File: config.mk
export PLATFORM = sky130hd
export DESIGN_NAME = uart_access_sequencer_flat
export DESIGN_NICKNAME = d
export VERILOG_FILES = /design/src/rtl/uart_isp_pkg.sv /design/src/rtl/uart_access_sequencer_if.sv /design/src/rtl/uart_rr_arb2.sv /design/src/rtl/uart_access_sequencer.sv /design/src/flat_wrapper.sv
export SDC_FILE = /design/constraint.sdc
export NUM_CORES = 1
export LEC_CHECK = 0
export CAP_MARGIN = 40
export CORE_MARGIN = 2
export CORE_UTILIZATION = 37
export DETAILED_ROUTE_END_ITERATION = 12
export PLACE_DENSITY = 0.85
export SLEW_MARGIN = 20
export SYNTH_ARGS = -nofsm -noshare
export SYNTH_HDL_FRONTEND = slang
export SYNTH_SLANG_ARGS = --single-unit
export TNS_END_PERCENT = 20
File: constraint.sdc
create_clock -name clk -period 2.3 [get_ports clk]
set_clock_uncertainty 0.1 [all_clocks]
set_input_delay 0.46 -clock clk [delete_from_list [all_inputs] [get_ports clk]]
set_output_delay 0.46 -clock clk [all_outputs]
set_load 0.05 [all_outputs]
File: src/rtl/uart_isp_pkg.sv
// Shared definitions for the CoreUART access sequencer: FSM encoding, error bit
// positions and the active level of the core's register strobes.
package uart_isp_pkg;

   typedef enum logic [1:0] {
      ST_IDLE   = 2'd0,
      ST_WR_STB = 2'd1,
      ST_WR_GAP = 2'd2,
      ST_RD_STB = 2'd3
   } seq_state_e;

   localparam int ERR_OVF = 0;
   localparam int ERR_PAR = 1;
   localparam int ERR_FRM = 2;

   localparam logic STB_ON  = 1'b0;
   localparam logic STB_OFF = 1'b1;

   function automatic int max2(input int a, input int b);
      return (a > b) ? a : b;
   endfunction

endpackage

File: src/rtl/uart_access_sequencer_if.sv
// Bundle of requester streams, RX output register, error flags and CoreUART pins.
// master = sequencer side, slave = requesters plus UART core wrapper.
interface uart_access_sequencer_if;

   logic [7:0]  a_tx_data;
   logic        a_tx_valid;
   logic        a_tx_ready;
   logic [7:0]  b_tx_data;
   logic        b_tx_valid;
   logic        b_tx_ready;

   logic [7:0]  rx_data;
   logic        rx_valid;
   logic        rx_ready;

   logic [2:0]  err_flags;
   logic        err_clr;

   logic [7:0]  uart_data_in;
   logic [7:0]  uart_data_out;
   logic        uart_csn;
   logic        uart_wen;
   logic        uart_oen;
   logic        uart_txrdy;
   logic        uart_rxrdy;
   logic        uart_framing_err;
   logic        uart_parity_err;
   logic        uart_overflow;

   logic [12:0] uart_baud_val;
   logic        uart_bit8;
   logic        uart_parity_en;
   logic        uart_odd_n_even;

   modport master (
      input  a_tx_data, a_tx_valid, b_tx_data, b_tx_valid, rx_ready, err_clr,
      input  uart_data_out, uart_txrdy, uart_rxrdy,
      input  uart_framing_err, uart_parity_err, uart_overflow,
      output a_tx_ready, b_tx_ready, rx_data, rx_valid, err_flags,
      output uart_data_in, uart_csn, uart_wen, uart_oen,
      output uart_baud_val, uart_bit8, uart_parity_en, uart_odd_n_even
   );

   modport slave (
      output a_tx_data, a_tx_valid, b_tx_data, b_tx_valid, rx_ready, err_clr,
      output uart_data_out, uart_txrdy, uart_rxrdy,
      output uart_framing_err, uart_parity_err, uart_overflow,
      input  a_tx_ready, b_tx_ready, rx_data, rx_valid, err_flags,
      input  uart_data_in, uart_csn, uart_wen, uart_oen,
      input  uart_baud_val, uart_bit8, uart_parity_en, uart_odd_n_even
   );

endinterface

File: src/rtl/uart_rr_arb2.sv
// Two-way round-robin arbiter. ptr=0 prefers requester 0; after a taken grant
// the preference moves to the requester that was not granted.
module uart_rr_arb2 (
   input  logic       clk,
   input  logic       rst,
   input  logic [1:0] req,
   input  logic       take,
   output logic [1:0] gnt
);

   logic ptr;

   always_comb begin
      gnt = 2'b00;
      if (!ptr) begin
         gnt[0] = req[0];
         gnt[1] = req[1] & ~req[0];
      end else begin
         gnt[1] = req[1];
         gnt[0] = req[0] & ~req[1];
      end
   end

   always_ff @(posedge clk or posedge rst) begin
      if (rst) begin
         ptr <= 1'b0;
      end else if (take) begin
         ptr <= gnt[0];
      end
   end

endmodule

File: src/rtl/uart_access_sequencer.sv
// Drives the CoreUART CSN/WEN/OEN register handshake for two TX byte streams and
// one buffered RX stream; also holds sticky error flags and static line config.
//
//  state   | meaning
//  --------+---------------------------------------------------------------
//  IDLE    | strobes high; pick a read (priority) or an arbitrated write
//  WR_STB  | CSN/WEN low one cycle, DATA_IN holds the granted byte
//  WR_GAP  | strobes high for WR_GAP cycles so TXRDY can settle
//  RD_STB  | CSN/OEN low RD_CYC cycles, DATA_OUT captured in the last one
module uart_access_sequencer
   import uart_isp_pkg::*;
#(
   parameter logic [12:0] BAUD_VAL_P  = 13'd1,
   parameter bit          BIT8_P      = 1'b1,
   parameter bit          PARITY_EN_P = 1'b0,
   parameter bit          ODD_EVEN_P  = 1'b0,
   parameter int          RD_CYC      = 2,
   parameter int          WR_GAP      = 2
) (
   input  logic                      clk,
   input  logic                      rst,
   uart_access_sequencer_if.master   bus
);

   localparam logic [1:0] S_IDLE   = ST_IDLE;
   localparam logic [1:0] S_WR_STB = ST_WR_STB;
   localparam logic [1:0] S_WR_GAP = ST_WR_GAP;
   localparam logic [1:0] S_RD_STB = ST_RD_STB;

   localparam int CNT_MAX = max2(RD_CYC, WR_GAP);
   localparam int CNT_W   = $clog2(CNT_MAX + 1);
   localparam logic [CNT_W-1:0] RD_LOAD  = CNT_W'(RD_CYC - 1);
   localparam logic [CNT_W-1:0] GAP_LOAD = CNT_W'(WR_GAP - 1);

   logic [1:0]       state;
   logic [CNT_W-1:0] cnt;
   logic             cnt_tc;

   logic             rd_req;
   logic             wr_take;
   logic [1:0]       req;
   logic [1:0]       gnt;

   logic [7:0]       data_in_q;
   logic [7:0]       rx_data_q;
   logic             rx_valid_q;
   logic [2:0]       err_q;
   logic [2:0]       err_set;

   assign cnt_tc = (cnt == '0);
   assign req    = {bus.b_tx_valid, bus.a_tx_valid};

   // Reset also masks the accept pulses, since the state register already reads IDLE.
   assign rd_req  = !rst && (state == S_IDLE) && bus.uart_rxrdy && !rx_valid_q;
   assign wr_take = !rst && (state == S_IDLE) && !rd_req && bus.uart_txrdy && (|req);

   uart_rr_arb2 u_arb (
      .clk  (clk),
      .rst  (rst),
      .req  (req),
      .take (wr_take),
      .gnt  (gnt)
   );

   assign bus.a_tx_ready = wr_take & gnt[0];
   assign bus.b_tx_ready = wr_take & gnt[1];

   always_ff @(posedge clk or posedge rst) begin
      if (rst) begin
         state <= S_IDLE;
         cnt   <= '0;
      end else begin
         case (state)
            S_IDLE: begin
               if (rd_req) begin
                  state <= S_RD_STB;
                  cnt   <= RD_LOAD;
               end else if (wr_take) begin
                  state <= S_WR_STB;
               end
            end
            S_WR_STB: begin
               state <= S_WR_GAP;
               cnt   <= GAP_LOAD;
            end
            S_WR_GAP: begin
               if (cnt_tc) begin
                  state <= S_IDLE;
               end else begin
                  cnt <= cnt - 1'b1;
               end
            end
            S_RD_STB: begin
               if (cnt_tc) begin
                  state <= S_IDLE;
               end else begin
                  cnt <= cnt - 1'b1;
               end
            end
            default: begin
               state <= S_IDLE;
               cnt   <= '0;
            end
         endcase
      end
   end

   always_ff @(posedge clk or posedge rst) begin
      if (rst) begin
         data_in_q <= 8'h00;
      end else if (wr_take) begin
         data_in_q <= gnt[0] ? bus.a_tx_data : bus.b_tx_data;
      end
   end

   // Capture only happens with rx_valid low, so it never races the consumer's clear.
   always_ff @(posedge clk or posedge rst) begin
      if (rst) begin
         rx_data_q  <= 8'h00;
         rx_valid_q <= 1'b0;
      end else if ((state == S_RD_STB) && cnt_tc) begin
         rx_data_q  <= bus.uart_data_out;
         rx_valid_q <= 1'b1;
      end else if (rx_valid_q && bus.rx_ready) begin
         rx_valid_q <= 1'b0;
      end
   end

   always_comb begin
      err_set          = 3'b000;
      err_set[ERR_OVF] = bus.uart_overflow;
      err_set[ERR_PAR] = bus.uart_parity_err;
      err_set[ERR_FRM] = bus.uart_framing_err;
   end

   always_ff @(posedge clk or posedge rst) begin
      if (rst) begin
         err_q <= 3'b000;
      end else begin
         err_q <= (err_q & ~{3{bus.err_clr}}) | err_set;
      end
   end

   // Strobes decode straight from the state flops so reset releases them asynchronously.
   assign bus.uart_wen = (state == S_WR_STB) ? STB_ON : STB_OFF;
   assign bus.uart_oen = (state == S_RD_STB) ? STB_ON : STB_OFF;
   assign bus.uart_csn = ((state == S_WR_STB) || (state == S_RD_STB)) ? STB_ON : STB_OFF;

   assign bus.uart_data_in = data_in_q;
   assign bus.rx_data      = rx_data_q;
   assign bus.rx_valid     = rx_valid_q;
   assign bus.err_flags    = err_q;

   assign bus.uart_baud_val   = BAUD_VAL_P;
   assign bus.uart_bit8       = BIT8_P;
   assign bus.uart_parity_en  = PARITY_EN_P;
   assign bus.uart_odd_n_even = ODD_EVEN_P;

endmodule

File: src/flat_wrapper.sv
// flat-port wrapper written by rule: the top's interface ports become plain ports
module uart_access_sequencer_flat import uart_isp_pkg::*;
#(
   parameter logic [12:0] BAUD_VAL_P  = 13'd1,
   parameter bit          BIT8_P      = 1'b1,
   parameter bit          PARITY_EN_P = 1'b0,
   parameter bit          ODD_EVEN_P  = 1'b0,
   parameter int          RD_CYC      = 2,
   parameter int          WR_GAP      = 2
)
  (clk, rst, bus_a_tx_data, bus_a_tx_valid, bus_b_tx_data, bus_b_tx_valid, bus_rx_ready, bus_err_clr, bus_uart_data_out, bus_uart_txrdy, bus_uart_rxrdy, bus_uart_framing_err, bus_uart_parity_err, bus_uart_overflow, bus_a_tx_ready, bus_b_tx_ready, bus_rx_data, bus_rx_valid, bus_err_flags, bus_uart_data_in, bus_uart_csn, bus_uart_wen, bus_uart_oen, bus_uart_baud_val, bus_uart_bit8, bus_uart_parity_en, bus_uart_odd_n_even);
  uart_access_sequencer_if bus_i ();
  input  logic clk;
  input  logic rst;
  input wire logic [$bits(bus_i.a_tx_data)-1:0] bus_a_tx_data;
  input wire logic [$bits(bus_i.a_tx_valid)-1:0] bus_a_tx_valid;
  input wire logic [$bits(bus_i.b_tx_data)-1:0] bus_b_tx_data;
  input wire logic [$bits(bus_i.b_tx_valid)-1:0] bus_b_tx_valid;
  input wire logic [$bits(bus_i.rx_ready)-1:0] bus_rx_ready;
  input wire logic [$bits(bus_i.err_clr)-1:0] bus_err_clr;
  input wire logic [$bits(bus_i.uart_data_out)-1:0] bus_uart_data_out;
  input wire logic [$bits(bus_i.uart_txrdy)-1:0] bus_uart_txrdy;
  input wire logic [$bits(bus_i.uart_rxrdy)-1:0] bus_uart_rxrdy;
  input wire logic [$bits(bus_i.uart_framing_err)-1:0] bus_uart_framing_err;
  input wire logic [$bits(bus_i.uart_parity_err)-1:0] bus_uart_parity_err;
  input wire logic [$bits(bus_i.uart_overflow)-1:0] bus_uart_overflow;
  output wire logic [$bits(bus_i.a_tx_ready)-1:0] bus_a_tx_ready;
  output wire logic [$bits(bus_i.b_tx_ready)-1:0] bus_b_tx_ready;
  output wire logic [$bits(bus_i.rx_data)-1:0] bus_rx_data;
  output wire logic [$bits(bus_i.rx_valid)-1:0] bus_rx_valid;
  output wire logic [$bits(bus_i.err_flags)-1:0] bus_err_flags;
  output wire logic [$bits(bus_i.uart_data_in)-1:0] bus_uart_data_in;
  output wire logic [$bits(bus_i.uart_csn)-1:0] bus_uart_csn;
  output wire logic [$bits(bus_i.uart_wen)-1:0] bus_uart_wen;
  output wire logic [$bits(bus_i.uart_oen)-1:0] bus_uart_oen;
  output wire logic [$bits(bus_i.uart_baud_val)-1:0] bus_uart_baud_val;
  output wire logic [$bits(bus_i.uart_bit8)-1:0] bus_uart_bit8;
  output wire logic [$bits(bus_i.uart_parity_en)-1:0] bus_uart_parity_en;
  output wire logic [$bits(bus_i.uart_odd_n_even)-1:0] bus_uart_odd_n_even;
  assign bus_i.a_tx_data = bus_a_tx_data;
  assign bus_i.a_tx_valid = bus_a_tx_valid;
  assign bus_i.b_tx_data = bus_b_tx_data;
  assign bus_i.b_tx_valid = bus_b_tx_valid;
  assign bus_i.rx_ready = bus_rx_ready;
  assign bus_i.err_clr = bus_err_clr;
  assign bus_i.uart_data_out = bus_uart_data_out;
  assign bus_i.uart_txrdy = bus_uart_txrdy;
  assign bus_i.uart_rxrdy = bus_uart_rxrdy;
  assign bus_i.uart_framing_err = bus_uart_framing_err;
  assign bus_i.uart_parity_err = bus_uart_parity_err;
  assign bus_i.uart_overflow = bus_uart_overflow;
  assign bus_a_tx_ready = bus_i.a_tx_ready;
  assign bus_b_tx_ready = bus_i.b_tx_ready;
  assign bus_rx_data = bus_i.rx_data;
  assign bus_rx_valid = bus_i.rx_valid;
  assign bus_err_flags = bus_i.err_flags;
  assign bus_uart_data_in = bus_i.uart_data_in;
  assign bus_uart_csn = bus_i.uart_csn;
  assign bus_uart_wen = bus_i.uart_wen;
  assign bus_uart_oen = bus_i.uart_oen;
  assign bus_uart_baud_val = bus_i.uart_baud_val;
  assign bus_uart_bit8 = bus_i.uart_bit8;
  assign bus_uart_parity_en = bus_i.uart_parity_en;
  assign bus_uart_odd_n_even = bus_i.uart_odd_n_even;
  uart_access_sequencer #(.BAUD_VAL_P(BAUD_VAL_P), .BIT8_P(BIT8_P), .PARITY_EN_P(PARITY_EN_P), .ODD_EVEN_P(ODD_EVEN_P), .RD_CYC(RD_CYC), .WR_GAP(WR_GAP)) u_core (.clk(clk), .rst(rst), .bus(bus_i));
endmodule
==> summary.txt, run 1 <==
Layout
  – Fin nets: 204
  – Layout cells sized above 1: 26.3%
  – Number of inserted diodes: 0
  – Synth-to-Final Area Change: 54.0%
  – Most frequent cells in the layout: clkdlybuf4s50_1 (56), mux2_2 (25), dfrtp_1 (23)
  – Finished Layout Cells: 213
  – Most common cell after layout, fill and taps aside: clkdlybuf4s50_1

Worst setup path
  – Worst path top cell family by delay: simple AND/OR/NAND/NOR gates
  – CP required: 1740 ps
  – Critical path's slowest cell: clkdlybuf4s50_1
  – Worst Setup SP: rst
  – RR Endpoint: u_core.bus.uart_data_in[0]
  – Crit-path cells: clkdlybuf4s50_1, or3_4, nor4_4, buf_12
  – Crit Path Max Fanout: 2
  – CP max stage delay: 410 ps
  – R2r setup slk: 500 ps
  – Reg2Reg Depth: 4
  – Worst R2R Start: u_core.state[0]
  – Critical Path Source Type: primary input
  – Critical path type: primary input to output pin
  – Kind of end point of the critical path: output pin
  – WP buf/inv: 2
  – Worst Path Arrival: 1690 ps

Timing
  – Final Slew Violations: 0
  – Final hold slack: 400 ps
  – Tightest Pin Transition: 521 ps
  – RSZ-0062 raised after global routing: true
  – Tcrit/Tclk final: 97.9%
  – Slew HR: 65.2%
  – Period minus WS final: 2250 ps
  – Final setup TNS: 0 ps
  – Max Clk Rate: 0.444 GHz
  – Finish-stage setup viols: 0
  – Final worst slack: 47.2 ps
  – Fin. Hold Viols: 0

Floorplan
  – Starting Density: 38.2%
  – Core box area: 3280 sq um
  – I/O pin count: 76
  – Die width: 62.2 microns
  – Die area: 3870 sq um
  – FP Rows: 21
  – Die height: 62.2 microns

Global route
  – Vias in the first global route: 994
  – Initial antenna violation count: 0
  – GR Overflow Total: 0
  – Largest net degree at the start of global routing: 16
  – First-pass GRT wire length: 4.41 mm
  – Total track usage: 14.3%

Synthesis
  – Post-synthesis cell count: 102
  – Avg Synthesized Cell Area: 12.3 sq um
  – Sequential area share after synthesis: 49.9%
  – Mapped Area: 1250 sq um
  – Ys Warns: 0
  – Unique masters post-synth: 24
  – #FFs+latches synth: 25

Routing
  – Remaining antenna violation count after routing: 0
  – WL per Instance: 12.2 microns
  – Via Count: 939
  – Drt drc: 0
  – DRT iter0 DRCs: 10
  – DRT Pass-1 Iters: 2
  – Vias/cell: 4.41
  – Drt total wl: 2.60 mm

Clock network
  – Clk sink count: 25
  – Cts bufs inserted: 3
  – CTS HTree Levels: 1
  – Setup Buffers After CTS: 0
  – Clock Latency Late Sink: 310 ps
  – CTS tree: done
  – Maximum buffer depth of the clock tree: 2
  – Clock transition at path regs: 140 ps
  – Clk root buf: clkbuf_4

Pwr
  – Total chip power: 2.45 mW
  – Worst ir drop on vdd: 0.000856 V
  – Pwr dens: 1270 nW/um^2
  – LEAKAGE: 0.830 nW

Placed design
  – Post-Place Cells: 209
  – Setup slack at placement: -1.43 ps
  – GPL Wtd Cong: 0.701
  – IO buf count: 59
  – HPWL after DPL: 2.17 mm

Worst hold path
  – Hold endpoint: u_core.bus.err_flags[1]
  – Hold Crit Depth: 1
  – Worst hold start: u_core.bus.err_flags[1]
  – Worst hold path type: register to register

Run
  – # Max-Cap Violations: 0

Outcome
  – Status: completed
report_power, final:
part	total (mW)	internal, mW	switching (mW)
Sequential	0.766	0.637	0.129
Clock	0.193	0.0650	0.128
Combinational	1.49	0.565	0.930
Total	2.45	1.27	1.19
per-stage QoR:
stage | utilization (%) | instance area [sq um]
3_3_place_gp | 57.8 | 1900
3_5_place_dp | 57.8 | 1900
5_1_grt | 58.8 | 1930
4_1_cts | 58.6 | 1930
2_1_floorplan | - | 1320
6_report | 58.8 | 1930
worst max-delay path by stage:
stage                                            end  slack [ps]  depth (start not counted)
after floorplan                       bus_a_tx_ready           2                          3
after global placement                bus_a_tx_ready          10                          5
after detailed placement  u_core.bus.uart_data_in[2]          -1                          5
after CTS                             bus_a_tx_ready           8                          4
after global routing                  bus_a_tx_ready         -30                          4
final                                 bus_b_tx_ready          50                          4
sequential cells by signal, indices dropped and copies added, names as in the netlist:
register / flops
u_core.bus.rx_valid: 1
u_core.state: 2
u_core.u_arb.ptr: 1
u_core.bus.uart_data_in: 8
u_core.cnt: 2
u_core.bus.rx_data: 8
u_core.bus.err_flags: 3
Yosys cell counts:
cell type,n,area (sq um)
buf_4,16,120
nor3b_1,1,7.51
buf_6,1,11.3
and2_1,1,6.26
a21o_1,3,22.5
or3_4,1,11.3
o2bb2ai_1,1,8.76
conb_1,2,7.51
o21ai_0,3,15.0
nor2b_1,2,12.5
ha_1,1,12.5
o31ai_1,1,7.51
inv_1,7,26.3
a21boi_0,1,7.51
nand3_1,1,5.00
or2_2,1,6.26
nor4_1,1,6.26
nand2b_1,2,12.5
clkbuf_1,1,3.75
mux2_2,25,282
o41ai_1,1,8.76
nor3_4,1,16.3
dfrtp_1,25,626
nand2_1,3,11.3
worst register-to-register path, cell delays in order, from the launching register on:
cell and delay (ps):
dfrtp_2 470, or3_4 430, nor3_4 140, buf_4 210
mux2_2 350
cells by family after synthesis:
| family | count (synthesis) | synth area share [%] |
|---|---|---|
| other | 2 | 0.599 |
| multiplexers | 25 | 22.5 |
| flip-flops | 25 | 49.9 |
| buffers and inverters | 25 | 12.9 |
| AND/OR/NAND/NOR | 14 | 7.59 |
| AO/OA/AOI/OAI | 10 | 5.59 |
| adder cells (fa/ha/maj) | 1 | 0.998 |
metal layers:
| layer | global-route usage [%] | routed length, microns | vias up |
|---|---|---|---|
| li1 | - | - | 443 |
| met1 | 16.4 | 995 | 437 |
| met2 | 24.7 | 1300 | 57 |
| met3 | 5.62 | 293 | 2 |
| met4 | 4.17 | 8 | 0 |
| met5 | 0 | 0 | - |
final cells by class:
type / count / area [sq um]
Multi-Input combinational cell: 66 / 537
Clock inverter: 1 / 5.00
Inverter: 7 / 26.3
Sequential cell: 25 / 628
Fill cell: 292 / 1350
Timing Repair Buffer: 65 / 654
Clock buffer: 3 / 22.5
Tap cell: 46 / 57.6
timing repair:
item                                    4_1_cts  5_1_grt
hold buffers                                  0        0
resized for setup                             1        4
endpoints found under the setup margin        1        4
Note: power is estimated with default switching activity, not from simulation.
==> run 2, diff against run 1 <==
- clock period: 2.3 -> 2.16 ns (I/O delays scaled with it)
==> run 2 against run 1 <==
Flip-flop and latch count is the same. Die area is the same. Sequential share of layout area shrank 0.56 points. Worst setup slack worse by 23 ps. Non-clock buffer count is 3 higher. Via count increased by 3.0%. Clock-buffer cell count unchanged. Register-to-register slack lost 90 ps. Critical path type unchanged. Critical endpoint unchanged.
==> summary.txt, run 2 (synthesized netlist as in run 1, its figures left out) <==
Outcome
  – Status: completed

Layout
  – Most frequent cells in the layout: clkdlybuf4s50_1 (50), mux2_2 (25), dfrtp_1 (23)
  – # fillers: 289
  – Multi-input gate area: 544 sq um
  – Finished Layout Cells: 216
  – Fin util: 59.8%
  – Most common cell after layout, fill and taps aside: clkdlybuf4s50_1
  – FF/Latch Area: 628 sq um
  – Fin nets: 207
  – Synth-to-Final Area Change: 56.7%
  – Design Area, Final: 1960 sq um
  – Layout cells sized above 1: 30.0%
  – Number of inserted diodes: 0

Pwr
  – LEAKAGE: 0.885 nW
  – Total chip power: 2.65 mW
  – Pwr dens: 1350 nW/um^2
  – Worst ir drop on vdd: 0.000692 V

Floorplan
  – Die area: 3870 sq um
  – FP Rows: 21
  – Die height: 62.2 microns
  – Die width: 62.2 microns
  – Core box area: 3280 sq um
  – I/O pin count: 76
  – Starting Density: 38.2%

Routing
  – Vias/cell: 4.48
  – Remaining antenna violation count after routing: 0
  – DRT iter0 DRCs: 10
  – DRT Pass-1 Iters: 2
  – Drt total wl: 2.68 mm
  – WL per Instance: 12.4 microns
  – Drt drc: 0
  – Via Count: 967

Worst setup path
  – Reg2Reg Depth: 4
  – Critical Path Source Type: primary input
  – Worst Path Arrival: 1600 ps
  – Worst R2R Start: u_core.state[0]
  – Critical path type: primary input to output pin
  – CP required: 1630 ps
  – Worst Setup SP: bus_uart_rxrdy
  – R2r setup slk: 410 ps
  – Crit Path Max Fanout: 2
  – Kind of end point of the critical path: output pin
  – RR Endpoint: u_core.bus.uart_data_in[0]

Worst hold path
  – Worst hold path type: primary input to async pin

Clock network
  – Clock Latency Late Sink: 310 ps
  – Maximum buffer depth of the clock tree: 2
  – Clk root buf: clkbuf_4
  – CTS HTree Levels: 1
  – Clock transition at path regs: 130 ps
  – Cts bufs inserted: 3
  – CTS tree: done
  – Clk sink count: 25

Timing
  – Fin. Hold Viols: 0
  – Tightest Pin Transition: 521 ps
  – RSZ-0062 raised after global routing: true
  – Tcrit/Tclk final: 98.9%
  – Final Slew Violations: 0
  – Max Clk Rate: 0.468 GHz
  – Final setup TNS: 0 ps
  – Finish-stage setup viols: 0
  – Period minus WS final: 2140 ps
  – Slew HR: 65.2%

Global route
  – Total track usage: 14.4%
  – Vias in the first global route: 1064
  – GR Overflow Total: 0
  – Largest net degree at the start of global routing: 26
  – Initial antenna violation count: 0
  – First-pass GRT wire length: 4.51 mm

Run
  – # Max-Cap Violations: 0

Placed design
  – IO buf count: 59
  – Post-Place Cells: 210
  – HPWL after DPL: 2.19 mm
  – GPL Wtd Cong: 0.697
  – Placed Area: 1900 sq um
-- run 2: where the power goes --
| group | internal (mW) | switching [mW] | total, mW |
|---|---|---|---|
| Sequential | 0.678 | 0.118 | 0.796 |
| Clock | 0.0692 | 0.134 | 0.203 |
| Combinational | 0.627 | 1.03 | 1.65 |
-- run 2: worst max path at each step --
stage,cells past startpoint,endpoint
floorplan,3,bus_a_tx_ready
global placement,5,bus_a_tx_ready
detailed placement,5,bus_a_tx_ready
CTS,5,bus_a_tx_ready
global route,4,bus_a_tx_ready
finish,5,bus_b_tx_ready
-- run 2: area by class of cell --
cell class	instances	share of cell area, %
Clock buffer	3	1.15
Clock inverter	1	0.255
Inverter	7	1.34
Multi-Input combinational cell	66	27.7
Sequential cell	25	32.0
Tap cell	46	2.93
Timing Repair Buffer	68	34.6
-- run 2: stage by stage --
| step | hold slack [ps] | setup WS, ps |
|---|---|---|
| after floorplan | 356 | -110 |
| after global routing | 224 | -68.5 |
| final | 206 | 24.2 |
| after CTS | 402 | -25.4 |
| after global placement | 362 | -66.3 |
| after detailed placement | 369 | -57.2 |
-- run 2: repair_timing --
action | CTS | global route
hold buffers | 0 | 0
setup endpoints to repair | 2 | 2
pin swaps | 1 | 0
cloned | 0 | 0
resized for setup | 8 | 3
setup buffers | 2 | 0
-- run 2: critical path: stages --
cell and delay, ps:
clkdlybuf4s50_1 420, nor2b_4 150, buf_6 120, nor4_4 310, buf_12 180
-- run 2: layer usage --
layer  vias to the layer above  GRT usage (%)  part of all wire, %
li1                        447              -                    -
met1                       457           13.8                   34
met2                        61           27.4                   53
met3                         2           6.70                   12
met4                         0           4.17                 0.63
met5                         -              0                    0
==> run 3, diff against run 2 <==
- CTS_CLUSTER_SIZE: default -> 8
- HOLD_SLACK_MARGIN: default -> 0.15
==> results of run 3 <==
No change in the layout: final DEF, timing and power equal those of run 2.
